$ cat src/rtl/min_sort_ctrl.sv
// Selection-sort controller around an external combinational min-find core.
// A captured vector is emitted one word per handshake in ascending order;
// equal words leave in ascending index order.
// Ports:
//   i_clk, i_rst_n - clock, asynchronous active-low reset
//   bus (slave)    - input vector, core operand/result, sorted output stream
package sort_pkg;
  localparam int M = 4;
  localparam int N = 4;
endpackage

module min_sort_ctrl #(
  parameter int M = sort_pkg::M,
  parameter int N = sort_pkg::N
) (
  input  logic           i_clk,
  input  logic           i_rst_n,
  min_sort_ctrl_if.slave bus
);
  localparam int IW = $clog2(M);
  localparam int CW = $clog2(M + 1);

  typedef enum logic [1:0] {IDLE, EVAL, EMIT} state_t;

  state_t              state, state_nx;
  logic [M-1:0][N-1:0] vec;
  logic [M-1:0]        active;
  logic [M-1:0]        sel;
  logic [CW-1:0]       cnt;
  logic [N-1:0]        data_q;
  logic [IW-1:0]       idx_q;
  logic [IW-1:0]       pick;
  logic                last_q;

  // Retired elements are forced to all ones so they never beat a live one.
  // A live all-ones word still ties with them; masking with active below
  // keeps the retired ones from being picked.
  always_comb begin
    for (int k = 0; k < M; k++)
      bus.o_core_chi[k] = active[k] ? vec[k] : {N{1'b1}};
  end

  // Lowest live index among the minima gives the stable order.
  always_comb begin
    sel  = bus.i_core_mask & active;
    pick = '0;
    for (int k = M - 1; k >= 0; k--)
      if (sel[k]) pick = IW'(k);
  end

  always_ff @(posedge i_clk or negedge i_rst_n) begin
    if (!i_rst_n) state <= IDLE;
    else          state <= state_nx;
  end

  always_comb begin
    state_nx    = state;
    bus.o_ready = 1'b0;
    bus.o_valid = 1'b0;
    bus.o_busy  = 1'b1;
    case (state)
      IDLE: begin
        bus.o_ready = 1'b1;
        bus.o_busy  = 1'b0;
        if (bus.i_valid) state_nx = EVAL;
      end
      EVAL: state_nx = bus.i_abort ? IDLE : EMIT;
      EMIT: begin
        bus.o_valid = 1'b1;
        // abort wins over a same-cycle handshake
        if (bus.i_abort)       state_nx = IDLE;
        else if (bus.i_ready)  state_nx = last_q ? IDLE : EVAL;
      end
      default: state_nx = IDLE;
    endcase
  end

  assign bus.o_data = data_q;
  assign bus.o_idx  = idx_q;
  assign bus.o_last = last_q;

  always_ff @(posedge i_clk or negedge i_rst_n) begin
    if (!i_rst_n) begin
      vec    <= '0;
      active <= '0;
      cnt    <= '0;
      data_q <= '0;
      idx_q  <= '0;
      last_q <= 1'b0;
    end else begin
      case (state)
        IDLE: if (bus.i_valid) begin
          vec    <= bus.i_chi;
          active <= '1;
          cnt    <= '0;
        end
        EVAL: if (bus.i_abort) begin
          vec    <= '0;
          active <= '0;
          cnt    <= '0;
        end else begin
          data_q <= vec[pick];
          idx_q  <= pick;
          last_q <= (cnt == CW'(M - 1));
        end
        EMIT: if (bus.i_abort) begin
          vec    <= '0;
          active <= '0;
          cnt    <= '0;
        end else if (bus.i_ready) begin
          active[idx_q] <= 1'b0;
          cnt           <= cnt + 1'b1;
        end
        default: ;
      endcase
    end
  end
endmodule

$ cat src/rtl/min_sort_ctrl_if.sv
// Handshake bundle for the min-sort controller.
//   Upstream:   i_valid / o_ready / i_chi      - unsorted vector in
//   Core:       o_core_chi / i_core_mask       - combinational min-find core
//   Downstream: o_valid / i_ready / o_data / o_idx / o_last - sorted words out
//   Status:     i_abort, o_busy
// Modports: master = the environment (source, sink, core), slave = controller.
// Widths default to the 4x4 configuration; instantiate with the same M/N
// that the controller uses.
interface min_sort_ctrl_if #(
  parameter int M = 4,
  parameter int N = 4
);
  logic                   i_valid;
  logic                   o_ready;
  logic [M-1:0][N-1:0]    i_chi;
  logic                   i_abort;
  logic [M-1:0][N-1:0]    o_core_chi;
  logic [M-1:0]           i_core_mask;
  logic                   o_valid;
  logic                   i_ready;
  logic [N-1:0]           o_data;
  logic [$clog2(M)-1:0]   o_idx;
  logic                   o_last;
  logic                   o_busy;

  modport master (
    output i_valid, i_chi, i_abort, i_core_mask, i_ready,
    input  o_ready, o_core_chi, o_valid, o_data, o_idx, o_last, o_busy
  );

  modport slave (
    input  i_valid, i_chi, i_abort, i_core_mask, i_ready,
    output o_ready, o_core_chi, o_valid, o_data, o_idx, o_last, o_busy
  );
endinterface

$ cat src/flat_wrapper.sv
// flat-port wrapper written by rule: the top's interface ports become plain ports
module min_sort_ctrl_flat 
#(
  parameter int M = sort_pkg::M,
  parameter int N = sort_pkg::N
)
  (i_clk, i_rst_n, bus_i_valid, bus_i_chi, bus_i_abort, bus_i_core_mask, bus_i_ready, bus_o_ready, bus_o_core_chi, bus_o_valid, bus_o_data, bus_o_idx, bus_o_last, bus_o_busy);
  min_sort_ctrl_if #(.M(M), .N(N)) bus_i ();
  input  logic i_clk;
  input  logic i_rst_n;
  input wire logic [$bits(bus_i.i_valid)-1:0] bus_i_valid;
  input wire logic [$bits(bus_i.i_chi)-1:0] bus_i_chi;
  input wire logic [$bits(bus_i.i_abort)-1:0] bus_i_abort;
  input wire logic [$bits(bus_i.i_core_mask)-1:0] bus_i_core_mask;
  input wire logic [$bits(bus_i.i_ready)-1:0] bus_i_ready;
  output wire logic [$bits(bus_i.o_ready)-1:0] bus_o_ready;
  output wire logic [$bits(bus_i.o_core_chi)-1:0] bus_o_core_chi;
  output wire logic [$bits(bus_i.o_valid)-1:0] bus_o_valid;
  output wire logic [$bits(bus_i.o_data)-1:0] bus_o_data;
  output wire logic [$bits(bus_i.o_idx)-1:0] bus_o_idx;
  output wire logic [$bits(bus_i.o_last)-1:0] bus_o_last;
  output wire logic [$bits(bus_i.o_busy)-1:0] bus_o_busy;
  assign bus_i.i_valid = bus_i_valid;
  assign bus_i.i_chi = bus_i_chi;
  assign bus_i.i_abort = bus_i_abort;
  assign bus_i.i_core_mask = bus_i_core_mask;
  assign bus_i.i_ready = bus_i_ready;
  assign bus_o_ready = bus_i.o_ready;
  assign bus_o_core_chi = bus_i.o_core_chi;
  assign bus_o_valid = bus_i.o_valid;
  assign bus_o_data = bus_i.o_data;
  assign bus_o_idx = bus_i.o_idx;
  assign bus_o_last = bus_i.o_last;
  assign bus_o_busy = bus_i.o_busy;
  min_sort_ctrl #(.M(M), .N(N)) u_core (.i_clk(i_clk), .i_rst_n(i_rst_n), .bus(bus_i));
endmodule
$ cat config.mk
export PLATFORM = sky130hd
export DESIGN_NAME = min_sort_ctrl_flat
export DESIGN_NICKNAME = d
export VERILOG_FILES = /design/src/rtl/min_sort_ctrl.sv /design/src/rtl/min_sort_ctrl_if.sv /design/src/flat_wrapper.sv
export SDC_FILE = /design/constraint.sdc
export NUM_CORES = 1
export LEC_CHECK = 0
export CAP_MARGIN = 20
export CORE_MARGIN = 1.5
export CORE_UTILIZATION = 32
export CTS_CLUSTER_SIZE = 20
export DETAILED_ROUTE_END_ITERATION = 16
export GPL_ROUTABILITY_DRIVEN = 0
export MAX_ROUTING_LAYER = met4
export PLACE_DENSITY = 0.63
export SYNTH_ARGS = -nofsm -noshare
export SYNTH_HDL_FRONTEND = slang
export SYNTH_SLANG_ARGS = --single-unit
$ cat constraint.sdc
create_clock -name i_clk -period 1.85 [get_ports i_clk]
set_clock_uncertainty 0.15 [all_clocks]
set_input_delay 0.37 -clock i_clk [delete_from_list [all_inputs] [get_ports i_clk]]
set_output_delay 0.37 -clock i_clk [all_outputs]
set_load 0.1 [all_outputs]
==> out/results.ini <==
[synthesis]
synthArstFlopShare_pct = 100
syn_area_um2 = 1680
syn-num-nets = 196
ys_warn_count = 0
ys_seq_area_share_pct = 47.7
syn_inst = 164
avgSynthCellArea_um2 = 10.2
synth_edf_count = 0
yosysUniqueCellTypes = 34
synth_flop_cell = dfrtp_1
ys_seq_elements = 32

[place]
io_buffers = 50
detailed_place_hpwl_mm = 3.36
placement.cell_area_um2 = 2710
dp_cells = 302

[sta]
drv_slew = 0
setup_viol_count_final = 3
maxSlewHeadroom_pct = 73.4
max_freq_mhz = 529
tightestPinTransition_ns = 0.399
fin_crit_ns = 1.89
rsz0062_at_grt = true
final_hold_viol_count = 0
fin_crit_sh_pct = 102
fin_ws_ns = -0.0407

[worst_setup_path]
endpoint_kind = register
critPathLaunch = u_core.state[1]
cp.required_ns = 1.91
critPathKind = reg -> reg
r2r_start = u_core.state[1]
cp_max_fo = 3
critPathArrivalTime_ns = 1.96
cp-start-kind = register

[clocking]
cts_tree = built
clock-sinks = 32
clkTransAtPathRegs_ns = 0.06
hold_buffers = 0
insertion_delay_ns = 0.28
htreeDepth = 2
clock_tree.buffer_depth = 2
cts-root-buf = clkbuf_8
cts_inserted_buffers = 5

[global_route]
grt_pass1_vias = 1550
grt_max_degree = 33
grt_usage_pct = 18.6
antenna_found_initial = 0
grt_overflow = 0
grt_pass1_wl_mm = 7.53

[routing]
drt_iter0_drc = 79
wl_per_cell_um = 13.9
num_vias = 1528
firstDrtPassIters = 4
drc = 0
ant_nets = 0
drt_wl_total_mm = 4.39
routed_via_density = 4.84

[finish]
stdcell_count = 316
insertedDiodeCount = 0
fin_nets = 277
layout-drive-gt1-share_pct = 35.0
stdcell_area_um2 = 2970
seqCellArea_um2 = 801
multiInputGateArea_um2 = 930
syn2layout_area_growth_pct = 76.7
final_common_cell = dfrtp_1
fillers = 443
mostFrequentLayoutCells = 32 x dfrtp_1, 27 x buf_12, 24 x clkdlybuf4s50_1, 24 x buf_4, 20 x nand2_1

[die]
rows = 26
dieArea_um2 = 5690
fp.dieH_um = 75.5
io_pins = 51
core_area_um2 = 5070
dieWidth_um = 75.5
initial_utilization_pct = 33.1

[run_status]
status = complete, but fails checks
violations = negative setup slack

[worst_hold_path]
hold_path_class = in -> async

[run]
drv_cap = 0

[cell type report]
type	count	share of cell area [%]
Tap cell	70	2.95
Multi-Input combinational cell	120	31.3
Clock buffer	6	2.44
Clock inverter	2	1.18
Inverter	6	0.885
Timing Repair Buffer	80	34.3
Sequential cell	32	27.0
[cells in the mapped netlist, types with 2 or more instances]
library cell  count  area [um2]
dfrtp_1          32         801
nor3b_1           3        22.5
a21oi_1           2        10.0
nand2_1          22        82.6
nor2b_1           2        12.5
a32oi_1           3        26.3
inv_1             6        22.5
buf_6             2        22.5
a22o_1           16         140
nor2_1            7        26.3
o21ai_0          10        50.1
clkbuf_1          3        11.3
a21o_1            5        37.5
o211ai_1          3        22.5
and2_1            3        18.8
nand2b_1         19         119
ha_1              7        87.6
o31ai_1           3        22.5
[path summary, 6_finish.rpt]
kind,endpoint,slack [ns],cells past startpoint
min reg2reg,u_core.vec[14],0.38,1
min in group i_clk,u_core.vec[14],0.38,1
min,u_core.state[0],0.32,2
max,u_core.cnt[2],-0.04,7
max reg2reg,u_core.cnt[2],-0.04,7
max in group asynchronous,u_core.vec[6],0.93,2
[critical path, stage by stage, from the launching register on]
cell	delay [ns]
dfrtp_1	0.39
inv_2	0.07
buf_4	0.14
ha_4	0.15
and2b_1	0.16
or3_4	0.38
or3_1	0.32
o21ai_2	0.06
[flip-flops by register name, summed over array words and instances, names as in the netlist]
register	cells
u_core.active	4
u_core.bus.o_data	4
u_core.bus.o_idx	2
u_core.bus.o_last	1
u_core.cnt	3
u_core.state	2
u_core.vec	16
[cell families (layout without fill, tap and decap cells)]
group                      Yosys count  in the layout  synth area share [%]
and+or+nand+nor                     64             64                  20.7
AOI/OAI and AO/OA                   47             47                  21.5
buffers and inverters               12             94                  3.65
DFF                                 32             32                  47.7
adders and majority gates            7              7                  5.21
muxes                                2              2                  1.27
[metal layers]
layer | GRT usage (%) | wire length, um | up-vias
met2 | 27.4 | 2070 | 40
met4 | 8.33 | 112 | 0
li1 | - | - | 751
met5 | - | 0 | -
met1 | 24.5 | 2020 | 728
met3 | 4.10 | 179 | 9
[timing repair]
action,4_1_cts,5_1_grt
setup buffers,5,1
endpoints found under the setup margin,2,30
pin swaps,0,6
hold endpoints to repair,0,0
resized for setup,7,21
[stage by stage]
| step | worst slack [ns] | setup TNS (ns) | utilization [%] | hold WS [ns] |
|---|---|---|---|---|
| detailed placement | -0.267 | -3.24 | 53.4 | 0.334 |
| CTS | -0.0271 | -0.0751 | 56.7 | 0.339 |
| floorplan | -0.587 | -13.10 | - | -0.0756 |
| global route | -0.0919 | -0.696 | 58.5 | 0.384 |
| global placement | -0.223 | -2.75 | 53.4 | 0.315 |
| finish | -0.0407 | -0.0913 | 58.5 | 0.325 |
Power is left out: the tool's default activity adds up to more than one toggle a clock period on the data nets, which glitch-free logic cannot reach.
